==> config.mk <==
export PLATFORM = sky130hd
export DESIGN_NAME = approx_add_arbiter
export DESIGN_NICKNAME = d
export VERILOG_FILES = /design/src/rtl/approx_add_arbiter.sv
export SDC_FILE = /design/constraint.sdc
export NUM_CORES = 1
export LEC_CHECK = 0
export ABC_AREA = 1
export ABC_CLOCK_PERIOD_IN_PS = 3400
export BUFFER_PORTS_ARGS = -buffer_cell sky130_fd_sc_hd__buf_2
export CAP_MARGIN = 30
export CORE_MARGIN = 1.5
export CORE_UTILIZATION = 40
export DETAILED_ROUTE_END_ITERATION = 10
export GPL_ROUTABILITY_DRIVEN = 0
export GPL_TIMING_DRIVEN = 0
export PLACE_DENSITY = 0.66
export SYNTH_ARGS = -nofsm -noshare
export SYNTH_HDL_FRONTEND = slang
export SYNTH_SLANG_ARGS = --single-unit
==> constraint.sdc <==
create_clock -name clk -period 3.4 [get_ports clk]
set_input_delay 0 -clock clk [delete_from_list [all_inputs] [get_ports clk]]
set_output_delay 0 -clock clk [all_outputs]
set_load 0.03 [all_outputs]
==> src/rtl/approx_add_arbiter.sv <==
// approx_add_arbiter: round-robin arbiter feeding one shared exact/lower-part-approximate adder into a one-entry result register.
// Optional APPROX_ERR_STAT_EN counts approximate results that differ from the exact sum.
module approx_add_arbiter #(
  parameter int N   = 16,
  parameter int LPL = 6,
  parameter int UPL = 10
) (
  input  logic         clk,
  input  logic         rst,
  input  logic         req0_valid,
  output logic         req0_ready,
  input  logic [N-1:0] req0_a,
  input  logic [N-1:0] req0_b,
  input  logic         req0_exact,
  input  logic         req1_valid,
  output logic         req1_ready,
  input  logic [N-1:0] req1_a,
  input  logic [N-1:0] req1_b,
  input  logic         req1_exact,
  output logic         res_valid,
  input  logic         res_ready,
  output logic [N:0]   res_data,
  output logic         res_id,
  output logic         res_exact,
  output logic [15:0]  err_count
);
  typedef enum logic {EMPTY, FULL} state_t;
  state_t state;
  logic ptr, g1, can_accept, xfer, sel_exact, c;
  logic [N-1:0] sel_a, sel_b;
  logic [N:0] exact_sum, approx_sum, sum;
  logic [UPL:0] upper;
  logic [LPL-1:0] r;
  assign res_valid = state == FULL;
  // ptr=1 means requester 1 wins a tie; ready is suppressed during reset
  always_comb begin
    can_accept = (state == EMPTY) | res_ready;
    g1 = req1_valid & (~req0_valid | ptr);
    req0_ready = ~rst & can_accept & req0_valid & ~g1;
    req1_ready = ~rst & can_accept & g1;
    xfer = req0_ready | req1_ready;
    sel_a = g1 ? req1_a : req0_a;
    sel_b = g1 ? req1_b : req0_b;
    sel_exact = g1 ? req1_exact : req0_exact;
    exact_sum = {1'b0, sel_a} + {1'b0, sel_b};
    c = sel_a[LPL-1] & sel_b[LPL-1];
    r = '1;
    r[LPL-1] = (c ? 1'b0 : sel_a[LPL-1] | sel_b[LPL-1]) | (sel_a[LPL-2] & sel_b[LPL-2]);
    r[LPL-2] = sel_a[LPL-2] | sel_b[LPL-2];
    upper = {1'b0, sel_a[N-1:LPL]} + {1'b0, sel_b[N-1:LPL]} + {{UPL{1'b0}}, c};
    approx_sum = {upper, r};
    sum = sel_exact ? exact_sum : approx_sum;
  end
  always_ff @(posedge clk) begin
    if (rst) begin
      state <= EMPTY;
      res_data <= '0;
      res_id <= 1'b0;
      res_exact <= 1'b0;
      ptr <= 1'b0;
    end else if (xfer) begin
      state <= FULL;
      res_data <= sum;
      res_id <= g1;
      res_exact <= sel_exact;
      ptr <= ~g1;
    end else if (res_ready) begin
      state <= EMPTY;
    end
  end
`ifdef APPROX_ERR_STAT_EN
  always_ff @(posedge clk) begin
    if (rst) err_count <= '0;
    else if (xfer & ~sel_exact & (approx_sum != exact_sum) & (err_count != 16'hFFFF)) err_count <= err_count + 16'd1;
  end
`else
  assign err_count = '0;
`endif
endmodule
==> results.yml, run 1 <==
status:
  status: "finished, final reports clean"
run:
  drv_cap: 0
worst_setup_path:
  path_buf_inv: 5
  critical_path_required_ns: 3.55
  end_kind: "register"
  crit_chain: "inv_1 > nand2_2 > nand2_4 > buf_8 > inv_1 > clkbuf_1 > nand2_1 > nand2_1 > ha_1 > fa_1 > fa_1 > inv_1 > o21ai_0 > or2_1 > nand2_1 > nand2_1 > nand2_1 > a21oi_1"
  crit_family: "adder cells"
  path_class: "reg2reg"
  startpoint_type: "register"
  worstPathArrival_ns: 3.25
  crit_path_max_incr_delay_ns: 0.46
  cpMaxStageDelayCell: "fa_1"
  cp_max_fo: 10
  cpMostUsedCell: "nand2_1"
global_routing:
  grt_pass1_vias: 2485
  antenna_found_initial: 0
  grt-ovfl-total: 0
  grt_pass1_wl_mm: 10.4
  grt_max_degree: 12
  groute.usage.overall: 0.196
timing:
  hold_violations: 0
  worst_slew_pin_slew_ns: 0.508
  relSlewSlack: 0.661
  drv_slew: 0
  max_freq_mhz: 323
  finalCriticalPeriod_ns: 3.09
  fin_crit_sh: 0.910
  rsz0062_at_grt: "no"
  clock_skew_ns: 0.00321
  setup_tns_ns: 0
  setup_viol: 0
cells_and_area:
  stdcell_count: 607
  layout.nets: 624
  area_growth_pct: 26.9
  num_antenna_cells: 0
  drive_gt1_frac: 0.261
  final_common_cell: "nand2_1"
  layout_common_cells: "nand2_1 (167), buf_2 (93), inv_1 (49)"
floorplanning:
  rows: 28
  fp.dieW_um: 81.7
  dieArea_um2: 6680
  start_util: 0.416
  core_area_um2: 5960
  ios: 109
  die_h_um: 81.7
placement:
  portBuffers: 92
  dp_hpwl_mm: 5.35
  dp_cells: 602
yosys:
  ys_seq_area_frac: 0.170
  syn_inst: 420
  synthDistinctLibCells: 37
  synth_area_um2: 2480
  ys.warnings.count: 0
  yosys_register_bits: 21
  syn_area_per_cell_um2: 5.90
detailed_routing:
  antenna_left: 0
  routed_wirelength_mm: 6.30
  drt_iter0_markers: 100
  drc: 0
  wl_per_cell_um: 10.4
  via_count: 2720
  drtPass1Iterations: 4
  viasPerCell: 4.48
clock_tree:
  clk_pin_slew_ns: 0.07
  cts-buffers-inserted: 3
  cts-root-buf: "clkbuf_8"
  clock_latency_ns: 0.26
  clock_sinks: 21
  cts.htree.levels: 1
  clockBufferDepth: 2
  cts_tree: "done"
power:
  power_density_nw_per_um2: 342
  p_leak_nw: 1.93
  vdd_drop_max_mv: 0.236
hold_path:
  hp-class: "in2reg"
through the flow:
stage	worst slack [ns]	util	total power (W)	hold WS, ns	instance area [um^2]
2_1_floorplan	0.668	-	0.000753	0.0691	2530
6_report	0.306	0.528	0.00107	0.0872	3140
3_3_place_gp	0.291	0.519	0.000911	0.273	3090
5_1_grt	0.0113	0.528	0.00117	0.103	3140
4_1_cts	0.286	0.528	0.00108	0.0882	3140
3_5_place_dp	0.299	0.519	0.000915	0.275	3090
final timing paths:
path | start | endpoint | slack (ns) | depth (start not counted)
max | ptr | res_data[10] | 0.31 | 18
min | res_ready | res_valid | 0.09 | 4
max reg2reg | ptr | res_data[10] | 0.31 | 18
min reg2reg | res_exact | res_exact | 0.50 | 2
synth_stat cells:
| cell type | instances | area share |
|---|---|---|
| inv_2 | 4 | 0.0061 |
| buf_12 | 1 | 0.0081 |
| a31oi_1 | 1 | 0.0025 |
| nand3_1 | 22 | 0.044 |
| xnor2_1 | 3 | 0.011 |
| o21ai_1 | 3 | 0.0061 |
| nand2_1 | 167 | 0.25 |
| clkbuf_1 | 6 | 0.0091 |
| ha_1 | 17 | 0.086 |
| a211oi_1 | 1 | 0.0030 |
| buf_6 | 2 | 0.0091 |
| nand2_4 | 3 | 0.014 |
| o211ai_2 | 1 | 0.0050 |
| nand3_2 | 5 | 0.020 |
| conb_1 | 1 | 0.0015 |
| buf_4 | 16 | 0.048 |
| and2_1 | 1 | 0.0025 |
| o22ai_1 | 1 | 0.0025 |
| buf_1 | 1 | 0.0015 |
| xor2_1 | 4 | 0.014 |
| or2_1 | 1 | 0.0025 |
| o21ai_0 | 17 | 0.034 |
| nor3_1 | 6 | 0.012 |
| o21bai_1 | 1 | 0.0030 |
| buf_2 | 1 | 0.0020 |
| nor2_1 | 25 | 0.038 |
| nand2_2 | 3 | 0.0076 |
| dfxtp_1 | 21 | 0.17 |
| nor2_4 | 4 | 0.018 |
| nor2_2 | 2 | 0.0050 |
| or2_2 | 1 | 0.0025 |
| fa_1 | 3 | 0.024 |
| a21oi_1 | 21 | 0.042 |
| a22oi_1 | 2 | 0.0061 |
| nand4_1 | 2 | 0.0050 |
| buf_8 | 1 | 0.0061 |
| inv_1 | 49 | 0.074 |
layout make-up:
type / count / area, um^2
Buffer: 28 / 209
Sequential cell: 21 / 420
Multi-Input combinational cell: 333 / 1710
Clock buffer: 4 / 45.0
Inverter: 53 / 199
Fill cell: 647 / 2810
Tap cell: 75 / 93.8
Timing Repair Buffer: 93 / 470
logic make-up after synthesis:
family,synth area share
buffers and inverters,0.165
other,0.00151
XOR/XNOR,0.0247
AO/OA/AOI/OAI,0.105
adder cells (fa/ha/maj),0.110
flip-flops,0.170
AND/OR/NAND/NOR,0.425
repair_timing:
| item | 4_1_cts | 5_1_grt |
|---|---|---|
| endpoints found under the hold margin | 1 | 0 |
| buffers inserted | 0 | 0 |
| hold buffers | 1 | 0 |
| resized for setup | 0 | 0 |
tightest hold or removal path, stage by stage:
cell     delay [ns]
buf_2          0.07
inv_1          0.03
nand2_1        0.12
a21oi_1        0.08
state kept, by name (all words and copies together), names as in the netlist:
signal     count
res_exact      1
res_valid      1
ptr            1
res_id         1
res_data      17
where the power goes:
part           switching, W  internal [W]
logic              0.000393      0.000231
clock network     0.0000797     0.0000835
registers         0.0000131      0.000274
routing by layer:
layer  track usage  vias to the layer above  share of wire  wire length (um)
li1              -                     1501              -                 -
met3        0.0244                        6          0.047               294
met4        0.0424                        0          0.011                71
met2         0.361                       66           0.47              2950
met1         0.241                     1147           0.47              2990
met5             0                        -              0                 0
(Power assumes the default switching activity.)
==> run 2: changes to the inputs <==
Settings changed: ABC_CLOCK_PERIOD_IN_PS 3400 to 2600, CTS_BUF_LIST set to sky130_fd_sc_hd__clkbuf_8, PLACE_DENSITY 0.66 to 0.69.
Clock period 3.4 ns to 2.6 ns, I/O delays scaled along.
==> run 2 against run 1 <==
Effect of this change: sequential cell count is the same; largest power group unchanged; highest routed layer unchanged; worst hold slack gained 0.0037 ns; critical endpoint unchanged; register-to-register slack lost 0.17 ns.
==> results.yml, run 2 (synthesized netlist as in run 1, its figures left out) <==
detailed_routing:
  routed_wirelength_mm: 6.56
  drtPass1Iterations: 4
  viasPerCell: 4.61
  drc: 0
  antenna_left: 0
  wl_per_cell_um: 10.7
  via_count: 2823
  drt_iter0_markers: 101
cells_and_area:
  finish.utilization: 0.549
  drive_gt1_frac: 0.316
  stdcell_count: 613
  final_area_um2: 3270
  area_growth_pct: 32.0
  layout_common_cells: "nand2_1 (161), buf_2 (93), inv_1 (47)"
  layout.nets: 630
  largest-register: "res_data"
  num_antenna_cells: 0
  largest_reg_flops: 17
  final_common_cell: "nand2_1"
timing:
  max_freq_mhz: 405
  hold_violations: 0
  drv_slew: 0
  finalCriticalPeriod_ns: 2.47
  setup_viol: 0
  holdWs_ns: 0.0909
  fin_crit_sh: 0.950
  clock_skew_ns: 0.00209
worst_setup_path:
  r2r-start: "ptr"
  path_class: "reg2reg"
  end_kind: "register"
  r2r_cells: 17
  rr_endpoint: "res_data[10]"
  startpoint_type: "register"
  regToRegSetupSlack_ns: 0.13
  worstPathArrival_ns: 2.62
  cp_max_fo: 5
  critical_path_required_ns: 2.75
hold_path:
  whs_endpoint: "ptr"
  hp-start: "req0_valid"
  min_path_cells: 3
  hp-class: "in2reg"
placement:
  portBuffers: 92
  dp_cells: 602
  place_area_um2: 3100
  dp_hpwl_mm: 5.35
clock_tree:
  clk_pin_slew_ns: 0.07
  cts.htree.levels: 1
  cts_tree: "done"
  cts-root-buf: "clkbuf_8"
  clockBufferDepth: 2
  cts-buffers-inserted: 3
  clock_latency_ns: 0.26
  clock_sinks: 21
floorplanning:
  fp.dieW_um: 81.7
  core_area_um2: 5960
  die_h_um: 81.7
  start_util: 0.416
  ios: 109
  rows: 28
  dieArea_um2: 6680
global_routing:
  grt_pass1_vias: 2463
  grt-ovfl-total: 0
  grt_max_degree: 12
  grt_pass1_wl_mm: 10.3
  antenna_found_initial: 0
  groute.usage.overall: 0.194
run:
  drv_cap: 0
power:
  vdd_drop_max_mv: 0.218
  power_density_nw_per_um2: 445
  p_leak_nw: 1.98
status:
  status: "finished, final reports clean"
[run 2: cell count changes in the layout (fill, tap and decap cells not counted), sizes merged]
cell / delta
inv: +1
buf: +7
clkbuf: -2
[run 2: how the worst max path moves through the flow]
stage                         endpoint  slack (ns)  depth (start not counted)  startpoint
after floorplan           res_data[10]        0.01                         18         ptr
after global placement    res_data[10]       -0.30                         18         ptr
after detailed placement  res_data[10]       -0.29                         18         ptr
after CTS                 res_data[10]       0.003                         16         ptr
after global routing      res_data[10]       -0.01                         17         ptr
final                     res_data[10]        0.13                         17         ptr
[run 2: metrics by stage]
| step | setup slack, ns | power [W] | setup TNS [ns] |
|---|---|---|---|
| finish | 0.131 | 0.00146 | 0 |
| global route | -0.0131 | 0.00158 | -0.0131 |
| CTS | 0.00336 | 0.00143 | 0 |
| detailed placement | -0.291 | 0.00120 | -0.720 |
| global placement | -0.305 | 0.00119 | -0.685 |
| floorplan | 0.0137 | 0.000987 | 0 |
[run 2: cell type report]
type,count,area (um^2)
repair buffers,100,523
clock buffers,3,41.3
fillers,615,2680
well taps,75,93.8
clock inverters,1,3.75
flip-flops and latches,21,422
plain buffers,27,215
inverters,53,201
multi-input cells,333,1770
[run 2: report_power, final]
| part | internal (W) | switching, W | leakage, nW | total (W) |
|---|---|---|---|---|
| clock | 0.000105 | 0.000108 | 0.0269 | 0.000213 |
| sequential | 0.000359 | 0.0000182 | 0.174 | 0.000377 |
| combinational | 0.000329 | 0.000536 | 1.78 | 0.000866 |
[run 2: what timing repair did]
item                       in CTS  in global routing
setup endpoints to repair       7                 10
hold endpoints to repair        2                  0
buffers inserted                5                  2
resized for setup               9                 28
pin swaps                       4                 10
hold buffers                    1                  0
[run 2: critical path, stage by stage, from the launching register on]
cell and delay [ns]:
dfxtp_2 0.32, inv_2 0.07, nand2_4 0.07, nand2_8 0.08, inv_4 0.04, clkbuf_8 0.14, nand2_2 0.06, nand2_2 0.06
ha_4 0.17, fa_2 0.35, fa_2 0.37, inv_2 0.08, o21ai_2 0.06, or2_1 0.24, nand2_1 0.06, nand2_1 0.05
nand2_1 0.09, a21oi_1 0.06
[run 2: per-layer routing]
metal,vias up,track usage,part of all wire
li1,1526,-,-
met5,-,0,0
met1,1209,0.228,0.45
met3,2,0.0256,0.052
met2,86,0.376,0.49
met4,0,0.0288,0.0055
==> run 3: changes to the inputs <==
Settings changed: CORE_UTILIZATION 40 to 25, PLACE_DENSITY 0.69 to 0.46.
==> run 3 against run 2 <==
Effect of this change: die area up 58%; combinational power up 3.2%; final area up 4.3%; critical path depth unchanged; global-route usage down 5.1 points; non-clock buffer count up 1; core utilization down 20 points; critical path type unchanged; critical endpoint unchanged; largest power group unchanged.
==> results.yml, run 3 (synthesized netlist as in run 1, its figures left out) <==
power:
  power_density_nw_per_um2: 435
  vdd_drop_max_mv: 0.178
  p_leak_nw: 2.00
  p_total_w: 0.00149
global_routing:
  grt_max_degree: 12
  grt_pass1_vias: 2673
  grt_pass1_wl_mm: 11.9
  grt-ovfl-total: 0
  antenna_found_initial: 0
  groute.usage.overall: 0.143
floorplanning:
  ios: 109
  fp.dieW_um: 103
  start_util: 0.256
  rows: 36
  die_h_um: 103
  core_area_um2: 9680
  dieArea_um2: 10500
worst_setup_path:
  crit_chain: "inv_2 > nand2_4 > nand2_8 > inv_6 > buf_8 > nand2_4 > nand2_4 > ha_4 > fa_2 > fa_2 > inv_2 > o21ai_2 > or2_1 > nand2_1 > nand2_1 > nand2_2 > a21oi_2"
  startpoint_type: "register"
  worstPathArrival_ns: 2.69
  end_kind: "register"
  cp_max_fo: 4
  path_buf_inv: 4
  cpMaxStageDelayCell: "fa_2"
  crit_family: "adder cells"
  critical_path_required_ns: 2.75
  cpMostUsedCell: "nand2_4"
  crit_path_max_incr_delay_ns: 0.40
  path_class: "reg2reg"
timing:
  max_freq_mhz: 395
  hold_violations: 0
  setup_viol: 0
  rsz0062_at_grt: "yes"
  drv_slew: 0
  holdWs_ns: 0.0858
  clock_skew_ns: 0.00308
  fin_crit_sh: 0.975
  fin_ws_ns: 0.0652
  finalCriticalPeriod_ns: 2.53
clock_tree:
  cts.htree.levels: 1
  clock_latency_ns: 0.26
  clk_pin_slew_ns: 0.08
  cts_tree: "done"
  cts-root-buf: "clkbuf_8"
  cts-buffers-inserted: 3
  clockBufferDepth: 2
  clock_sinks: 21
cells_and_area:
  layout.nets: 631
  seq_area_um2: 422
  num_antenna_cells: 0
  layout_common_cells: "nand2_1 (158), buf_2 (93), inv_1 (47)"
  nFillCells: 1104
  final_common_cell: "nand2_1"
  largest_reg_flops: 17
  area_growth_pct: 37.7
  final_area_um2: 3410
  drive_gt1_frac: 0.336
  largest-register: "res_data"
  finish.utilization: 0.352
  multiInputGateArea_um2: 1820
run:
  drv_cap: 0
placement:
  dp_hpwl_mm: 6.22
  place_area_um2: 3170
  portBuffers: 92
  place_ws_ns: -0.361
detailed_routing:
  drtPass1Iterations: 4
  via_count: 2844
  drt_iter0_markers: 77
  viasPerCell: 4.23
  drc: 0
  wl_per_cell_um: 11.2
  antenna_left: 0
  routed_wirelength_mm: 7.54
hold_path:
  hp-class: "in2reg"
status:
  status: "finished, final reports clean"
## run 3: area by class of cell
class                      instances  share of cell area
clock buffer                       3              0.0121
clock inverter                     1             0.00110
multi-input combinational        333               0.533
buffer                            27              0.0663
inverter                          53              0.0598
timing repair buffer             101               0.155
sequential                        21               0.124
tap                              133              0.0488
## run 3: what timing repair did
item	in CTS	in global routing
endpoints found under the hold margin	3	0
setup endpoints to repair	10	9
pin swaps	4	13
gates resized for setup	17	35
hold buffers	1	0
buffers inserted	4	4
## run 3: report_power, final
part / switching, W / internal (W)
combinational: 0.000555 / 0.000340
clock: 0.000109 / 0.000105
sequential: 0.0000178 / 0.000359
## run 3: worst paths after layout
check / start / end / slack, ns / cells past startpoint
hold / removal: res_ready / res_valid / 0.09 / 4
setup / recovery: ptr / res_data[10] / 0.07 / 17
setup reg to reg: ptr / res_data[10] / 0.07 / 17
hold reg to reg: ptr / ptr / 0.50 / 2
## run 3: worst register-to-register path, delay by kind of cell, from the launching register on
kind / cells / cell delay (ns)
compound gates: 2 / 0.11
fa+ha+maj: 3 / 0.93
buf+inv: 4 / 0.31
flops: 1 / 0.32
simple gates: 8 / 0.76
## run 3: stage by stage
stage / std cells / TNS (ns)
finish: 672 / 0
global route: 672 / -0.0830
CTS: 668 / 0
detailed placement: 660 / -1.29
global placement: 660 / -1.31
floorplan: 435 / 0
## run 3: metal layers
metal / up-vias / global-route usage / share of wire
li1: 1518 / - / -
met1: 1251 / 0.183 / 0.46
met2: 75 / 0.267 / 0.49
met3: 0 / 0.0176 / 0.042
met4: 0 / 0.0105 / 0
met5: - / 0 / 0
